<file path="src/rtl/id_pkg.sv">
// Shared decode constants, the ID/EX control bundle and the ARM condition evaluator
// used by id_stage_pipe and its register file.
package id_pkg;

    localparam logic [1:0] MODE_DP  = 2'b00;
    localparam logic [1:0] MODE_MEM = 2'b01;
    localparam logic [1:0] MODE_BR  = 2'b10;

    localparam logic [3:0] EXE_NOP = 4'b0000;
    localparam logic [3:0] EXE_MOV = 4'b0001;
    localparam logic [3:0] EXE_ADD = 4'b0010;
    localparam logic [3:0] EXE_ADC = 4'b0011;
    localparam logic [3:0] EXE_SUB = 4'b0100;
    localparam logic [3:0] EXE_SBC = 4'b0101;
    localparam logic [3:0] EXE_AND = 4'b0110;
    localparam logic [3:0] EXE_ORR = 4'b0111;
    localparam logic [3:0] EXE_EOR = 4'b1000;
    localparam logic [3:0] EXE_MVN = 4'b1001;
    localparam logic [3:0] EXE_CMP = 4'b0100;
    localparam logic [3:0] EXE_TST = 4'b0110;

    localparam logic [3:0] OP_AND = 4'b0000;
    localparam logic [3:0] OP_EOR = 4'b0001;
    localparam logic [3:0] OP_SUB = 4'b0010;
    localparam logic [3:0] OP_ADD = 4'b0100;
    localparam logic [3:0] OP_ADC = 4'b0101;
    localparam logic [3:0] OP_SBC = 4'b0110;
    localparam logic [3:0] OP_TST = 4'b1000;
    localparam logic [3:0] OP_CMP = 4'b1010;
    localparam logic [3:0] OP_ORR = 4'b1100;
    localparam logic [3:0] OP_MOV = 4'b1101;
    localparam logic [3:0] OP_MVN = 4'b1111;

    localparam logic [3:0] COND_EQ = 4'b0000;
    localparam logic [3:0] COND_NE = 4'b0001;
    localparam logic [3:0] COND_CS = 4'b0010;
    localparam logic [3:0] COND_CC = 4'b0011;
    localparam logic [3:0] COND_MI = 4'b0100;
    localparam logic [3:0] COND_PL = 4'b0101;
    localparam logic [3:0] COND_VS = 4'b0110;
    localparam logic [3:0] COND_VC = 4'b0111;
    localparam logic [3:0] COND_HI = 4'b1000;
    localparam logic [3:0] COND_LS = 4'b1001;
    localparam logic [3:0] COND_GE = 4'b1010;
    localparam logic [3:0] COND_LT = 4'b1011;
    localparam logic [3:0] COND_GT = 4'b1100;
    localparam logic [3:0] COND_LE = 4'b1101;
    localparam logic [3:0] COND_AL = 4'b1110;

    typedef struct packed {
        logic [3:0] cmd;
        logic       mem_rd;
        logic       mem_wr;
        logic       wb_en;
        logic       imm;
        logic       b;
        logic       s;
    } id_ex_ctrl_t;

    // nzcv is {N, Z, C, V}; the reserved 1111 code never executes.
    function automatic logic cond_pass(input logic [3:0] cond, input logic [3:0] nzcv);
        logic n, z, c, v;
        {n, z, c, v} = nzcv;
        case (cond)
            COND_EQ: return z;
            COND_NE: return !z;
            COND_CS: return c;
            COND_CC: return !c;
            COND_MI: return n;
            COND_PL: return !n;
            COND_VS: return v;
            COND_VC: return !v;
            COND_HI: return c && !z;
            COND_LS: return !c || z;
            COND_GE: return n == v;
            COND_LT: return n != v;
            COND_GT: return !z && (n == v);
            COND_LE: return z || (n != v);
            COND_AL: return 1'b1;
            default: return 1'b0;
        endcase
    endfunction

endpackage

</file>
<file path="src/rtl/reg_file_bypass.sv">
// Register file with synchronous reset/write and two combinational read ports;
// a same-cycle write to a read index is passed straight through to that port.
module reg_file_bypass #(
    parameter int NUM_REGS   = 16,
    parameter int WORD_WIDTH = 32,
    parameter int ADDR_WIDTH = 4
) (
    input  logic                  clk,
    input  logic                  rst,
    input  logic                  wr_en,
    input  logic [ADDR_WIDTH-1:0] wr_addr,
    input  logic [WORD_WIDTH-1:0] wr_data,
    input  logic [ADDR_WIDTH-1:0] rd_addr1,
    output logic [WORD_WIDTH-1:0] rd_data1,
    input  logic [ADDR_WIDTH-1:0] rd_addr2,
    output logic [WORD_WIDTH-1:0] rd_data2
);

    logic [WORD_WIDTH-1:0] regs_reg [NUM_REGS];
    logic                  wr_hit;

    assign wr_hit = wr_en && (int'(wr_addr) < NUM_REGS);

    for (genvar gi = 0; gi < NUM_REGS; gi++) begin : g_reg
        always_ff @(posedge clk) begin
            if (rst) begin
                regs_reg[gi] <= '0;
            end else if (wr_hit && wr_addr == ADDR_WIDTH'(gi)) begin
                regs_reg[gi] <= wr_data;
            end
        end
    end

    always_comb begin
        rd_data1 = '0;
        if (wr_hit && wr_addr == rd_addr1) begin
            rd_data1 = wr_data;
        end else if (int'(rd_addr1) < NUM_REGS) begin
            rd_data1 = regs_reg[rd_addr1];
        end
    end

    always_comb begin
        rd_data2 = '0;
        if (wr_hit && wr_addr == rd_addr2) begin
            rd_data2 = wr_data;
        end else if (int'(rd_addr2) < NUM_REGS) begin
            rd_data2 = regs_reg[rd_addr2];
        end
    end

endmodule

</file>
<file path="src/rtl/id_stage_pipe.sv">
// Decode stage with register file, condition check, RAW/flag hazard stalls and a
// valid/ready ID/EX register. Define ID_FORWARDING_EN to stall only on load-use.
module id_stage_pipe
    import id_pkg::*;
#(
    parameter int WORD_WIDTH     = 32,
    parameter int REG_ADDR_WIDTH = 4,
    parameter int NUM_REGS       = 16,
    parameter int STATUS_WIDTH   = 4
) (
    input  logic                      clk,
    input  logic                      rst,
    input  logic [WORD_WIDTH-1:0]     pc_in,
    input  logic [WORD_WIDTH-1:0]     instr_in,
    input  logic                      if_valid,
    output logic                      id_ready,
    input  logic                      flush,
    input  logic [STATUS_WIDTH-1:0]   status_reg,
    input  logic                      wb_en,
    input  logic [REG_ADDR_WIDTH-1:0] wb_dst,
    input  logic [WORD_WIDTH-1:0]     wb_data,
    input  logic                      mem_wb_en,
    input  logic [REG_ADDR_WIDTH-1:0] mem_dst,
    input  logic                      ex_ready,
    output logic                      ex_valid,
    output logic [WORD_WIDTH-1:0]     ex_pc,
    output logic [WORD_WIDTH-1:0]     ex_val_rn,
    output logic [WORD_WIDTH-1:0]     ex_val_rm,
    output logic [23:0]               ex_imm24,
    output logic [11:0]               ex_shift_op,
    output logic [REG_ADDR_WIDTH-1:0] ex_src1,
    output logic [REG_ADDR_WIDTH-1:0] ex_src2,
    output logic [REG_ADDR_WIDTH-1:0] ex_dst,
    output logic [3:0]                ex_cmd,
    output logic                      ex_mem_rd,
    output logic                      ex_mem_wr,
    output logic                      ex_wb_en,
    output logic                      ex_imm,
    output logic                      ex_b,
    output logic                      ex_s
`ifdef ID_FORWARDING_EN
    ,
    output logic                      fwd_src1_used,
    output logic                      fwd_src2_used
`endif
);

    logic [3:0] cond_f, opcode_f;
    logic [1:0] mode_f;
    logic       i_f, s_f, is_store, use1, use2, raw, flag_haz, capture;
    logic [REG_ADDR_WIDTH-1:0] src1, src2, dst;
    logic [WORD_WIDTH-1:0]     rd_val1, rd_val2;
    id_ex_ctrl_t               dec, ctrl;

    logic                      ex_valid_reg;
    id_ex_ctrl_t               ctrl_reg;
    logic [WORD_WIDTH-1:0]     pc_reg, val_rn_reg, val_rm_reg;
    logic [23:0]               imm24_reg;
    logic [11:0]               shift_op_reg;
    logic [REG_ADDR_WIDTH-1:0] src1_reg, src2_reg, dst_reg;

    assign cond_f   = instr_in[31:28];
    assign mode_f   = instr_in[27:26];
    assign i_f      = instr_in[25];
    assign opcode_f = instr_in[24:21];
    assign s_f      = instr_in[20];
    assign is_store = (mode_f == MODE_MEM) && !s_f;
    assign src1     = REG_ADDR_WIDTH'(instr_in[19:16]);
    assign dst      = REG_ADDR_WIDTH'(instr_in[15:12]);
    assign src2     = is_store ? dst : REG_ADDR_WIDTH'(instr_in[3:0]);

    reg_file_bypass #(
        .NUM_REGS  (NUM_REGS),
        .WORD_WIDTH(WORD_WIDTH),
        .ADDR_WIDTH(REG_ADDR_WIDTH)
    ) u_rf (
        .clk     (clk),
        .rst     (rst),
        .wr_en   (wb_en),
        .wr_addr (wb_dst),
        .wr_data (wb_data),
        .rd_addr1(src1),
        .rd_data1(rd_val1),
        .rd_addr2(src2),
        .rd_data2(rd_val2)
    );

    always_comb begin
        dec = '0;
        case (mode_f)
            MODE_DP: begin
                dec.imm   = i_f;
                dec.s     = s_f;
                dec.wb_en = 1'b1;
                case (opcode_f)
                    OP_MOV:  dec.cmd = EXE_MOV;
                    OP_MVN:  dec.cmd = EXE_MVN;
                    OP_ADD:  dec.cmd = EXE_ADD;
                    OP_ADC:  dec.cmd = EXE_ADC;
                    OP_SUB:  dec.cmd = EXE_SUB;
                    OP_SBC:  dec.cmd = EXE_SBC;
                    OP_AND:  dec.cmd = EXE_AND;
                    OP_ORR:  dec.cmd = EXE_ORR;
                    OP_EOR:  dec.cmd = EXE_EOR;
                    OP_CMP: begin dec.cmd = EXE_CMP; dec.wb_en = 1'b0; end
                    OP_TST: begin dec.cmd = EXE_TST; dec.wb_en = 1'b0; end
                    default: dec.wb_en = 1'b0;
                endcase
            end
            MODE_MEM: begin
                dec.cmd    = EXE_ADD;
                dec.imm    = i_f;
                dec.mem_rd = s_f;
                dec.wb_en  = s_f;
                dec.mem_wr = !s_f;
            end
            MODE_BR: dec.b = 1'b1;
            default: ;
        endcase
    end

    // A failed condition still flows down as a valid no-op so EX sees its PC.
    always_comb begin
        ctrl = dec;
        if (!cond_pass(cond_f, status_reg[3:0])) begin
            ctrl.mem_rd = 1'b0;
            ctrl.mem_wr = 1'b0;
            ctrl.wb_en  = 1'b0;
            ctrl.b      = 1'b0;
            ctrl.s      = 1'b0;
        end
    end

    assign use1 = (mode_f != MODE_BR) && (opcode_f != OP_MOV) && (opcode_f != OP_MVN);
    assign use2 = ((mode_f == MODE_DP) && !i_f) || is_store;

`ifdef ID_FORWARDING_EN
    assign raw = ex_valid_reg && ctrl_reg.mem_rd &&
                 ((use1 && src1 == dst_reg) || (use2 && src2 == dst_reg));
`else
    assign raw = (use1 && ((ex_valid_reg && ctrl_reg.wb_en && src1 == dst_reg) ||
                           (mem_wb_en && src1 == mem_dst))) ||
                 (use2 && ((ex_valid_reg && ctrl_reg.wb_en && src2 == dst_reg) ||
                           (mem_wb_en && src2 == mem_dst)));
`endif

    assign flag_haz = (cond_f != COND_AL) && ex_valid_reg && ctrl_reg.s;
    assign id_ready = !(if_valid && (raw || flag_haz)) && (ex_ready || !ex_valid_reg);
    assign capture  = if_valid && id_ready;

    // Control bits are cleared whenever the slot empties; data fields just hold.
    always_ff @(posedge clk) begin
        if (rst) begin
            ex_valid_reg <= 1'b0;
            ctrl_reg     <= '0;
            pc_reg       <= '0;
            val_rn_reg   <= '0;
            val_rm_reg   <= '0;
            imm24_reg    <= '0;
            shift_op_reg <= '0;
            src1_reg     <= '0;
            src2_reg     <= '0;
            dst_reg      <= '0;
        end else if (flush || (!capture && ex_ready)) begin
            ex_valid_reg <= 1'b0;
            ctrl_reg     <= '0;
        end else if (capture) begin
            ex_valid_reg <= 1'b1;
            ctrl_reg     <= ctrl;
            pc_reg       <= pc_in;
            val_rn_reg   <= rd_val1;
            val_rm_reg   <= rd_val2;
            imm24_reg    <= instr_in[23:0];
            shift_op_reg <= instr_in[11:0];
            src1_reg     <= src1;
            src2_reg     <= src2;
            dst_reg      <= dst;
        end
    end

`ifdef ID_FORWARDING_EN
    logic fwd1_reg, fwd2_reg;
    always_ff @(posedge clk) begin
        if (rst || flush || (!capture && ex_ready)) begin
            fwd1_reg <= 1'b0;
            fwd2_reg <= 1'b0;
        end else if (capture) begin
            fwd1_reg <= use1;
            fwd2_reg <= use2;
        end
    end
    assign fwd_src1_used = fwd1_reg;
    assign fwd_src2_used = fwd2_reg;
`endif

    assign ex_valid    = ex_valid_reg;
    assign ex_pc       = pc_reg;
    assign ex_val_rn   = val_rn_reg;
    assign ex_val_rm   = val_rm_reg;
    assign ex_imm24    = imm24_reg;
    assign ex_shift_op = shift_op_reg;
    assign ex_src1     = src1_reg;
    assign ex_src2     = src2_reg;
    assign ex_dst      = dst_reg;
    assign ex_cmd      = ctrl_reg.cmd;
    assign ex_mem_rd   = ctrl_reg.mem_rd;
    assign ex_mem_wr   = ctrl_reg.mem_wr;
    assign ex_wb_en    = ctrl_reg.wb_en;
    assign ex_imm      = ctrl_reg.imm;
    assign ex_b        = ctrl_reg.b;
    assign ex_s        = ctrl_reg.s;

endmodule

</file>
<file path="config.mk">
export PLATFORM = sky130hd
export DESIGN_NAME = id_stage_pipe
export DESIGN_NICKNAME = d
export VERILOG_FILES = /design/src/rtl/id_pkg.sv /design/src/rtl/reg_file_bypass.sv /design/src/rtl/id_stage_pipe.sv
export SDC_FILE = /design/constraint.sdc
export NUM_CORES = 1
export LEC_CHECK = 0
export BUFFER_PORTS_ARGS = -buffer_cell sky130_fd_sc_hd__clkbuf_2
export CAP_MARGIN = 20
export CORE_MARGIN = 3
export CORE_UTILIZATION = 30
export DETAILED_ROUTE_END_ITERATION = 6
export GPL_TIMING_DRIVEN = 0
export SLEW_MARGIN = 20
export SYNTH_ARGS = -nofsm -noshare
export SYNTH_HDL_FRONTEND = slang
export SYNTH_SLANG_ARGS = --single-unit
</file>
<file path="constraint.sdc">
create_clock -name clk -period 5.1 [get_ports clk]
set_clock_uncertainty 0.2 [all_clocks]
set_input_delay 0.51 -clock clk [delete_from_list [all_inputs] [get_ports clk]]
set_output_delay 0.51 -clock clk [all_outputs]
set_load 0.02 [all_outputs]
</file>
==> metrics.md <==
| Metric | Value |
|---|---|
| Status | `finished with violations` |
| Failing checks | `design-rule violations` |
| Routed wire length | `around 140000 um` |
| Total track usage | `23.9%` |
| Post-route DRC | `3` |
| Final WS setup | `~1.1 ns` |
| Max Cap Violations | `0` |
| Post-Syn Area | `around 34000 sq um` |
| Worst Setup SP | `instr_in[26]` |
| Count of hold-fix buffers inserted at cts | `40` |
| CP startpoint kind | `input port` |
| CP most frequent cell | `clkbuf_1` |
| R2R Path Start | `ex_imm24[15]` |
| DR pass1 iterations | `7` |
| Htree depth | `3` |
| Via count | `27900` |
| Predominant post-synthesis flop cell | `edfxtp_1` |
| Setup-failing EPs final | `0` |
| # nets final | `~3500` |
| Largest net degree at the start of global routing | `33` |
| Min Hold Slack | `approximately 0.026 ns` |
| Die height | `about 340 um` |
| RSZ-0062 raised after global routing | `no` |
| VDD IR-drop max | `approximately 0.24 mV` |
| Worst slew margin | `between 10% and 20%` |
| Final ANT Viol Nets | `0` |
| Crit path DAT | `about 4.3 ns` |
| CP max stage cell | `clkbuf_1` |
| Critical path type | `input port to flip-flop` |
| Post-Place Cell Area | `between 30000 and 40000 sq um` |
| Flops & latches, synth | `647` |
| Die X | `341 um` |
| HP Class | `input port to flip-flop` |
| Core Footprint | `between 100000 and 150000 sq um` |
| Seq/Total Area, Yosys | `53.8%` |
| Layout cell share with drive strength beyond 1 | `20.5%` |
| CTS tree | `built` |
| GP Congestion | `between 0.9 and 1` |
| Pwr per Cell Area | `~340 nW/um^2` |
| Row cnt | `~120` |
| Post-Syn Area per Cell | `approximately 11 sq um` |
| Vias per cell | `5.70` |
| Fin. Hold Viols | `0` |
| Clock transition at path regs | `0.06 ns` |
| # IOs | `271` |
| Longest individual stage delay on the worst path | `0.93 ns` |
| Post-DP HPWL | `100000 um` |
| Root buffer cell | `clkbuf_16` |
| Clock period minus worst slack | `around 4.0 ns` |
| Max reg flops | `about 510` |
| PortBufs | `roughly 250` |
| Design Power | `about 14 mW` |
| Worst-path cell chain | `buf_2 > nor3b_4 > mux2i_2 > clkbuf_1 > clkbuf_1 > a32oi_1 > nor2_1 > or3_1 > a311oi_2` |
| First-pass GRT wire length | `approximately 200000 um` |
| Sink Count | `~650` |
| Postcts setup bufs | `0` |
| CTS Buf Count | `74` |
| Slew Viols, Final | `0` |
| Initial antenna violation count | `3` |
| Leakage power | `approximately 14 nW` |
| Final Cycle Share | `between 70% and 80%` |
| Cell variety after synth | `57` |
| Initial Utilization | `30.3%` |
| Vias in the first global route | `27000` |
| GRT Residual Overflow | `0` |
| Max Clk Rate | `approximately 250 MHz` |
| Die ar. | `116000 sq um` |
| CP max FO | `10` |
| Hold path startpoint | `instr_in[14]` |
| Ant diodes | `0` |
| CP Capture Type | `flip-flop` |
| Routed wire per std cell | `a little under 30 um` |
| CP required | `roughly 5.4 ns` |
| Fin area | `between 40000 and 50000 sq um` |
| Post-CTS resize count | `0` |
| Syn nets | `roughly 3100` |
| Worst-Skew Late Latency | `0.65 ns` |
| Area grow syn2layout | `19.9%` |
| Drt first-iter violations | `around 4100` |
| Post-synth EDFFs | `just over 500` |
| Synth warn | `0` |
| Post-Synthesis Cells | `just under 3000` |
| DP Worst Slack | `0.545 ns` |
| CTS Buffer Depth | `3` |
| Least-Margin Pin Slew | `1.29 ns` |
| Synth async-reset ratio | `0%` |
| Final setup TNS | `0 ns` |
==> placed cells by master, fill, tap and decap left out, drive strengths merged, types with 31 or more instances in the layout <==
master	n
clkbuf	561
nand2	519
and2	513
edfxtp	512
a21oi	164
mux4	160
dfxtp	135
buf	131
a32oi	128
nor2	116
o21ai	65
a311oi	65
dlygate4sd3	41
mux2i	36
or3	34
o211ai	31
==> report_power, final <==
part | internal (mW) | total [mW] | switching [mW]
clock network | 3.06 | 5.33 | 2.26
logic | 0.735 | 2.10 | 1.36
registers | 6.01 | 6.21 | 0.198
total | 9.81 | 13.6 | 3.82
==> worst max-delay path, delay by kind of cell <==
kind	cells	cell delay, ns
buffers and inverters	3	1.78
and+or+nand+nor	3	0.87
muxes	1	0.81
AOI/OAI and AO/OA	2	0.32
==> cell usage after synthesis, types with 16 or more instances <==
cell type / instances / area (sq um)
a21oi_1: 163 / 816
xnor2_1: 17 / 149
nor2_1: 116 / 435
mux2i_1: 36 / 360
or3_1: 34 / 213
edfxtp_1: 512 / 15400
a32oi_1: 128 / 1120
and2_1: 513 / 3210
buf_1: 20 / 75.1
a311oi_1: 33 / 289
mux4_2: 160 / 3600
nand3_1: 16 / 80.1
o211ai_1: 31 / 233
a311oi_2: 32 / 480
clkbuf_1: 202 / 758
nand2_1: 519 / 1950
dfxtp_1: 135 / 2700
buf_2: 47 / 235
o21ai_0: 64 / 320
buf_4: 32 / 240
==> worst paths after layout <==
check	slack [ns]	to	cells after the start
setup / recovery	1.06	ex_val_rm[13]	9
hold / removal	0.03	ex_imm24[14]	3
setup reg to reg	1.69	ex_val_rm[7]	10
hold reg to reg	0.27	ex_mem_rd	2
==> metrics by stage <==
stage,utilization (%),cells
2_1_floorplan,-,2942
3_3_place_gp,33.1,4683
3_5_place_dp,33.8,4709
4_1_cts,36.3,4883
5_1_grt,36.3,4885
6_report,36.3,4885
==> logic make-up (layout without fill, tap and decap cells) <==
family | count (synthesis) | after routing | synth area share, %
DFF | 647 | 647 | 53.8
muxes | 197 | 197 | 11.8
and+or+nand+nor | 1251 | 1251 | 18.6
xor gates and xnor gates | 27 | 27 | 0.703
AOI/OAI and AO/OA | 499 | 499 | 10.8
buffers and inverters | 321 | 776 | 4.27
==> area by class of cell <==
cell class	count	area [sq um]
clock buffer	104	2130
inverter	13	48.8
buffer	308	1400
fill	10800	70700
clock inverter	30	230
tap	1488	1860
sequential	647	18100
multi-input combinational	1974	14300
timing repair buffer	321	2260
==> layer usage <==
| layer | share of wire (%) | global-route usage (%) | wire (um) | vias to the layer above |
|---|---|---|---|---|
| met4 | 4.7 | 9.77 | 6800 | 4 |
| li1 | - | - | - | 11500 |
| met3 | 14 | 9.30 | 20300 | 432 |
| met5 | 0.0098 | 0 | 14 | - |
| met2 | 44 | 37.0 | 62900 | 2210 |
| met1 | 37 | 29.7 | 53100 | 13700 |
Power figures use the tool's default switching activity.
